File: src/rtl/song_sequencer_pkg.sv
// Shared constants for the song sequencer: record layout and FSM states.
// Optional build macro: SONG_SEQ_LOOP_EN (see song_sequencer.sv).
package song_sequencer_pkg;

    localparam int OCTAVE_BITS = 3;
    localparam int NOTE_BITS   = 3;
    localparam int LENGTH_BITS = 3;
    localparam int REC_W       = 10;

    localparam int END_BIT = 9;
    localparam int OCT_HI  = 8;
    localparam int OCT_LO  = 6;
    localparam int NOTE_HI = 5;
    localparam int NOTE_LO = 3;
    localparam int LEN_HI  = 2;
    localparam int LEN_LO  = 0;

    typedef enum logic [3:0] {
        S_IDLE,
        S_FETCH,
        S_LATCH,
        S_PLAY,
        S_ARM,
        S_WAIT,
        S_GAP,
        S_PAUSED,
        S_END
    } seq_state_e;

endpackage

File: src/rtl/song_sequencer_if.sv
// Song ROM read port plus note-engine command/status bundle.
// master = sequencer side, slave = ROM/engine side.
interface song_sequencer_if
    import song_sequencer_pkg::*;
#(
    parameter int ADDR_W = 8
) ();

    logic [ADDR_W-1:0]      rom_addr;
    logic [REC_W-1:0]       rom_data;
    logic                   snd_start;
    logic [OCTAVE_BITS-1:0] snd_octave;
    logic [NOTE_BITS-1:0]   snd_note;
    logic [LENGTH_BITS-1:0] snd_length;
    logic                   snd_over;

    modport master (
        output rom_addr,
        output snd_start,
        output snd_octave,
        output snd_note,
        output snd_length,
        input  rom_data,
        input  snd_over
    );

    modport slave (
        input  rom_addr,
        input  snd_start,
        input  snd_octave,
        input  snd_note,
        input  snd_length,
        output rom_data,
        output snd_over
    );

endinterface

File: src/rtl/song_sequencer_gap_timer.sv
// Loadable down-counter with zero flag; holds at zero.
module gap_timer #(
    parameter int W = 3
) (
    input  logic         clk,
    input  logic         rst_n,
    input  logic         load_i,
    input  logic         dec_i,
    input  logic [W-1:0] value_i,
    output logic         zero_o
);

    logic [W-1:0] cnt_q;
    logic [W-1:0] cnt_d;

    always_comb begin
        cnt_d = cnt_q;
        if (load_i) begin
            cnt_d = value_i;
        end else if (dec_i && cnt_q != '0) begin
            cnt_d = cnt_q - W'(1);
        end
    end

    always_ff @(posedge clk or negedge rst_n) begin
        if (!rst_n) begin
            cnt_q <= '0;
        end else begin
            cnt_q <= cnt_d;
        end
    end

    assign zero_o = (cnt_q == '0);

endmodule

File: src/rtl/song_sequencer.sv
// Autoplay sequencer: walks a song in ROM, one note at a time to the engine.
// Define SONG_SEQ_LOOP_EN to add the 'loop' input (repeat at end marker).
module song_sequencer
    import song_sequencer_pkg::*;
#(
    parameter int ADDR_W     = 8,
    parameter int SONG_W     = 2,
    parameter int GAP_CYCLES = 5000000
) (
    input  logic                     clk,
    input  logic                     rst_n,
    input  logic                     start,
    input  logic                     stop,
    input  logic                     pause_tgl,
    input  logic [SONG_W-1:0]        song_sel,
`ifdef SONG_SEQ_LOOP_EN
    input  logic                     loop,
`endif
    song_sequencer_if.master         bus,
    output logic                     busy,
    output logic                     paused,
    output logic                     done,
    output logic [ADDR_W-SONG_W-1:0] position
);

    localparam int OFS_W = ADDR_W - SONG_W;
    localparam int GAP_W = (GAP_CYCLES > 1) ? $clog2(GAP_CYCLES) : 1;
    localparam logic [GAP_W-1:0] GAP_LOAD = GAP_W'(GAP_CYCLES - 1);

    seq_state_e state_q, state_d;

    logic [SONG_W-1:0]      song_q, song_d;
    logic [OFS_W-1:0]       ofs_q, ofs_d;
    logic                   pause_q, pause_d;
    logic [OCTAVE_BITS-1:0] oct_q, oct_d;
    logic [NOTE_BITS-1:0]   note_q, note_d;
    logic [LENGTH_BITS-1:0] len_q, len_d;

    logic gap_load, gap_dec, gap_zero;
    logic rec_end, ofs_last, loop_hit;

    assign rec_end  = bus.rom_data[END_BIT];
    assign ofs_last = &ofs_q;

`ifdef SONG_SEQ_LOOP_EN
    // An end marker at offset 0 is an empty song; never loop on it.
    assign loop_hit = loop && (ofs_q != '0);
`else
    assign loop_hit = 1'b0;
`endif

    gap_timer #(
        .W(GAP_W)
    ) u_gap (
        .clk     (clk),
        .rst_n   (rst_n),
        .load_i  (gap_load),
        .dec_i   (gap_dec),
        .value_i (GAP_LOAD),
        .zero_o  (gap_zero)
    );

    always_ff @(posedge clk or negedge rst_n) begin
        if (!rst_n) begin
            state_q <= S_IDLE;
            song_q  <= '0;
            ofs_q   <= '0;
            pause_q <= 1'b0;
            oct_q   <= '0;
            note_q  <= '0;
            len_q   <= '0;
        end else begin
            state_q <= state_d;
            song_q  <= song_d;
            ofs_q   <= ofs_d;
            pause_q <= pause_d;
            oct_q   <= oct_d;
            note_q  <= note_d;
            len_q   <= len_d;
        end
    end

    always_comb begin
        state_d  = state_q;
        song_d   = song_q;
        ofs_d    = ofs_q;
        pause_d  = pause_q;
        oct_d    = oct_q;
        note_d   = note_q;
        len_d    = len_q;
        gap_load = 1'b0;
        gap_dec  = 1'b0;

        if (pause_tgl && state_q != S_IDLE
                && state_q != S_PAUSED) begin
            pause_d = !pause_q;
        end

        unique case (state_q)
            S_IDLE: begin
                if (start) begin
                    song_d  = song_sel;
                    ofs_d   = '0;
                    state_d = S_FETCH;
                end
            end
            S_FETCH: state_d = S_LATCH;
            S_LATCH: begin
                if (rec_end) begin
                    if (loop_hit) begin
                        ofs_d   = '0;
                        state_d = S_FETCH;
                    end else begin
                        state_d = S_END;
                    end
                end else begin
                    if (!stop) begin
                        oct_d  = bus.rom_data[OCT_HI:OCT_LO];
                        note_d = bus.rom_data[NOTE_HI:NOTE_LO];
                        len_d  = bus.rom_data[LEN_HI:LEN_LO];
                    end
                    state_d = S_PLAY;
                end
            end
            S_PLAY: state_d = S_ARM;
            S_ARM:  state_d = S_WAIT;
            S_WAIT: begin
                if (bus.snd_over) begin
                    gap_load = 1'b1;
                    state_d  = S_GAP;
                end
            end
            S_GAP: begin
                gap_dec = 1'b1;
                if (gap_zero) begin
                    // Last offset of the song slot: finish rather than wrap.
                    if (ofs_last) begin
                        state_d = S_END;
                    end else begin
                        ofs_d   = ofs_q + OFS_W'(1);
                        state_d = pause_q ? S_PAUSED : S_FETCH;
                    end
                end
            end
            S_PAUSED: begin
                if (pause_tgl) begin
                    pause_d = 1'b0;
                    state_d = S_FETCH;
                end
            end
            S_END: begin
                pause_d = 1'b0;
                state_d = S_IDLE;
            end
            default: state_d = S_IDLE;
        endcase

        if (stop) begin
            state_d = S_IDLE;
            pause_d = 1'b0;
        end
    end

    always_comb begin
        busy          = (state_q != S_IDLE);
        paused        = (state_q == S_PAUSED);
        done          = (state_q == S_END) && !stop;
        bus.snd_start = (state_q == S_PLAY) && !stop;
        position      = busy ? ofs_q : '0;
    end

    assign bus.rom_addr   = {song_q, ofs_q};
    assign bus.snd_octave = oct_q;
    assign bus.snd_note   = note_q;
    assign bus.snd_length = len_q;

endmodule

File: src/flat_wrapper.sv
// flat-port wrapper written by rule: the top's interface ports become plain ports
module song_sequencer_flat import song_sequencer_pkg::*;
#(
    parameter int ADDR_W     = 8,
    parameter int SONG_W     = 2,
    parameter int GAP_CYCLES = 5000000
)
  (clk, rst_n, start, stop, pause_tgl, song_sel, busy, paused, done, position, bus_rom_addr, bus_snd_start, bus_snd_octave, bus_snd_note, bus_snd_length, bus_rom_data, bus_snd_over);
  song_sequencer_if #(.ADDR_W(ADDR_W)) bus_i ();
  input  logic clk;
  input  logic rst_n;
  input  logic start;
  input  logic stop;
  input  logic pause_tgl;
  input  logic [SONG_W-1:0] song_sel;
  output logic busy;
  output logic paused;
  output logic done;
  output logic [ADDR_W-SONG_W-1:0] position;
  output wire logic [$bits(bus_i.rom_addr)-1:0] bus_rom_addr;
  output wire logic [$bits(bus_i.snd_start)-1:0] bus_snd_start;
  output wire logic [$bits(bus_i.snd_octave)-1:0] bus_snd_octave;
  output wire logic [$bits(bus_i.snd_note)-1:0] bus_snd_note;
  output wire logic [$bits(bus_i.snd_length)-1:0] bus_snd_length;
  input wire logic [$bits(bus_i.rom_data)-1:0] bus_rom_data;
  input wire logic [$bits(bus_i.snd_over)-1:0] bus_snd_over;
  assign bus_rom_addr = bus_i.rom_addr;
  assign bus_snd_start = bus_i.snd_start;
  assign bus_snd_octave = bus_i.snd_octave;
  assign bus_snd_note = bus_i.snd_note;
  assign bus_snd_length = bus_i.snd_length;
  assign bus_i.rom_data = bus_rom_data;
  assign bus_i.snd_over = bus_snd_over;
  song_sequencer #(.ADDR_W(ADDR_W), .SONG_W(SONG_W), .GAP_CYCLES(GAP_CYCLES)) u_core (.clk(clk), .rst_n(rst_n), .start(start), .stop(stop), .pause_tgl(pause_tgl), .song_sel(song_sel), .bus(bus_i), .busy(busy), .paused(paused), .done(done), .position(position));
endmodule
File: config.mk
export PLATFORM = sky130hd
export DESIGN_NAME = song_sequencer_flat
export DESIGN_NICKNAME = d
export VERILOG_FILES = /design/src/rtl/song_sequencer_pkg.sv /design/src/rtl/song_sequencer_if.sv /design/src/rtl/song_sequencer_gap_timer.sv /design/src/rtl/song_sequencer.sv /design/src/flat_wrapper.sv
export SDC_FILE = /design/constraint.sdc
export NUM_CORES = 1
export LEC_CHECK = 0
export CAP_MARGIN = 20
export CORE_ASPECT_RATIO = 1.75
export CORE_MARGIN = 1
export CORE_UTILIZATION = 51
export DETAILED_ROUTE_END_ITERATION = 6
export PLACE_DENSITY = 0.78
export SKIP_LAST_GASP = 1
export SYNTH_ARGS = -nofsm -noshare
export SYNTH_HDL_FRONTEND = slang
export SYNTH_SLANG_ARGS = --single-unit
export TNS_END_PERCENT = 5
File: constraint.sdc
create_clock -name clk -period 2.82 [get_ports clk]
set_input_delay 0.564 -clock clk [delete_from_list [all_inputs] [get_ports clk]]
set_output_delay 0.564 -clock clk [all_outputs]
set_load 0.02 [all_outputs]
==> flow_summary.ini <==
[outcome]
status = completed

[floorplan]
num_rows = 32
die_x_um = 54
coreArea_um2 = 4480
io_pins = 45
die_h_um = 93.0
start_util_pct = 53.8
die_area_um2 = 5020

[sta]
fmaxAchievable_mhz = 377
finalClockSkew_ns = 0.0102
finalCriticalPeriod_ns = 2.65
maxSlewHeadroom_pct = 60.7
post-route-period-util_pct = 94.0
rsz0062_at_grt = false
worst_pin_slew_ns = 0.590
finalHoldViolCount = 0
slew_violations = 0
holdWs_ns = 0.0776
setup_viol = 0
setup_tns_ns = 0

[yosys]
async_reset_ff_share_pct = 100
synth_flop_cell = dfrtp_1
synth_top_area_share_pct = 46.7
ys_types = 46
syn_nets = 271
synth-simple-area-share_pct = 25.5
seq_area_frac_synth_pct = 46.7
synth_area_leaders = dfrtp_1, nand2_1, mux2_2
yosys.area.top_type = dfrtp_1
synth_edf_count = 0
syn_area_um2 = 2410
synthMuxAreaShare_pct = 6.69
synth-xor-area-share_pct = 2.54
synth_top_family_by_area = simple AND/OR/NAND/NOR gates
yosysWarnings = 0
netlist_instances = 251
synthAdderAreaFrac_pct = 1.04
syn_avg_cell_area_um2 = 9.62
synth_compound_area_share_pct = 14.0
ys_seq_elements = 45

[drt]
drt-initial-drc-count = 35
wl_um = 5710
via_per_inst = 6.07
wire_per_inst_um = 16.2
dr_total_vias = 2143
final_antenna_net_count = 0
dr.pass1.iters = 4
drc_errors = 0

[clocking]
clk_path_buf_depth = 2
htree_levels = 2
cts_resized = 0
cts_tree = done
clock-sinks = 45
clock_latency_ns = 0.30
hold_buffers = 0
cts_buffers = 5
path_clk_slew_ns = 0.09
cts_root_buffer = clkbuf_8
cts_setup_buffers = 0

[setup_path]
arrival_ns = 2.09
r2r_start = u_core.u_gap.cnt_q[20]
end_kind = output pin
required_ns = 2.26
critPathBufInv = 2
crit_chain = clkdlybuf4s50_1 -> or2_2 -> nor3_1 -> clkdlybuf4s50_1
crit_family = buffers and inverters
crit_start = stop
start_kind = input port
cpMaxStageDelayCell = clkdlybuf4s50_1
crit_fanout = 2
slowest_delay_ns = 0.64
crit_type = in2out
cp_common_cell = clkdlybuf4s50_1

[pwr]
vdd_drop_max_mv = 0.541
p_per_area_nw_per_um2 = 639
p_leak_nw = 1.16

[placement]
dp_hpwl_um = 4220
portBuffers = 44
gp_congestion = 0.839

[final_layout]
fillers = 373
diodes = 0
multi_input_area_um2 = 1200
layout-drive-gt1-share_pct = 12.3
area_growth_pct = 27.1
final_nets = 321
seqCellArea_um2 = 1130

[global_route]
antenna_found_initial = 0
overflow = 0
grt_first_pass_wirelength_um = 9750
grt_pass1_vias = 2151
grtUsageTotal_pct = 26.5
grt_max_degree = 46

[hold_path]
hold_path_class = in2async

[run]
drv_cap = 0
registers in the layout (all words and copies together) (netlist names):
signal,cells
u_core.u_gap.cnt_q,23
u_core.ofs_q,6
u_core.state_q,4
u_core.bus.snd_length,3
u_core.bus.snd_note,3
u_core.bus.snd_octave,3
u_core.song_q,2
u_core.pause_q,1
logic make-up (layout without fill, tap and decap cells):
group,after synthesis,in the layout
AO/OA/AOI/OAI,50,50
adder cells (fa/ha/maj),2,2
multiplexers,15,15
buffers and inverters,19,70
AND/OR/NAND/NOR,113,113
flip-flops,45,45
XOR/XNOR,7,7
Yosys cell counts, types with 2 or more instances:
cell type  instances
o21ai_0            9
or4_1              9
xor2_1             4
nand2b_1           3
a211oi_1           3
o31ai_1            6
buf_6              2
nand2_1           31
and4_1             2
and3_1             2
nor4_1             6
inv_1              6
nand3_1            8
a31oi_1            3
ha_1               2
mux2i_1            6
or2_2              2
nor2b_1           10
nand3b_1           2
or4_4              3
xnor2_1            3
o21a_1             2
mux2_2             9
clkbuf_1          10
o41ai_1            2
nor3_1            11
a21oi_1           11
dfrtp_1           45
o311ai_0           2
o211ai_1           4
or3_1              5
nor2_1            14
path summary, 6_finish.rpt:
path	cells after the start	end	slack, ns
max	4	bus_snd_start	0.17
min	1	u_core.pause_q	0.08
max reg2reg	5	u_core.ofs_q[5]	0.25
min reg2reg	2	u_core.song_q[1]	0.49
max in group asynchronous	2	u_core.bus.snd_length[2]	2.30
min in group clk	2	u_core.song_q[1]	0.49
placed cells by master (no fill, tap or decap), types with 3 or more instances in the layout:
cell type        count
o211ai_1             4
xnor2_1              3
mux2i_1              6
nor4_1               6
a21oi_1             11
a211oi_1             3
nor2_1              14
o31ai_1              6
or3_1                5
nor2b_1             10
o21ai_0              9
mux2_2               9
inv_1                6
xor2_1               4
clkdlybuf4s50_1     43
clkbuf_8             6
nand2_1             31
a31oi_1              3
nor3_1              11
nand2b_1             3
or4_1                9
or4_4                3
nand3_1              8
dfrtp_1             45
buf_4               11
per-layer routing:
metal / wire [um] / GRT usage, % / share of wire [%]
met5: 0 / 0 / 0
met4: 123 / 10.3 / 2.2
met3: 241 / 4.39 / 4.2
met2: 3080 / 46.1 / 54
met1: 2260 / 31.2 / 40
metrics by stage:
step | util [%] | cells | setup slack, ns | power (W) | instance area (um2)
after global placement | 65.4 | 344 | 0.201 | 0.00143 | 2930
final | 68.4 | 353 | 0.170 | 0.00196 | 3070
after floorplan | - | 251 | 0.317 | 0.00118 | 2410
after detailed placement | 65.4 | 344 | 0.186 | 0.00146 | 2930
after global routing | 68.4 | 353 | 0.0783 | 0.00206 | 3070
after CTS | 68.0 | 352 | 0.186 | 0.00197 | 3050
layout make-up:
type,count,share of cell area (%)
multi-input cells,187,39.2
flip-flops and latches,45,36.7
repair buffers,56,17.5
clock buffers,7,2.81
well taps,51,2.08
clock inverters,1,0.979
inverters,6,0.734
power by group:
part	total [W]	switching, W	internal (W)	leakage (nW)
Clock	0.000516	0.000227	0.000289	0.0585
Sequential	0.000885	0.000114	0.000771	0.518
Combinational	0.000558	0.000273	0.000284	0.587
Total	0.00196	0.000615	0.00134	1.16
Note: power is estimated with default switching activity, not from simulation.
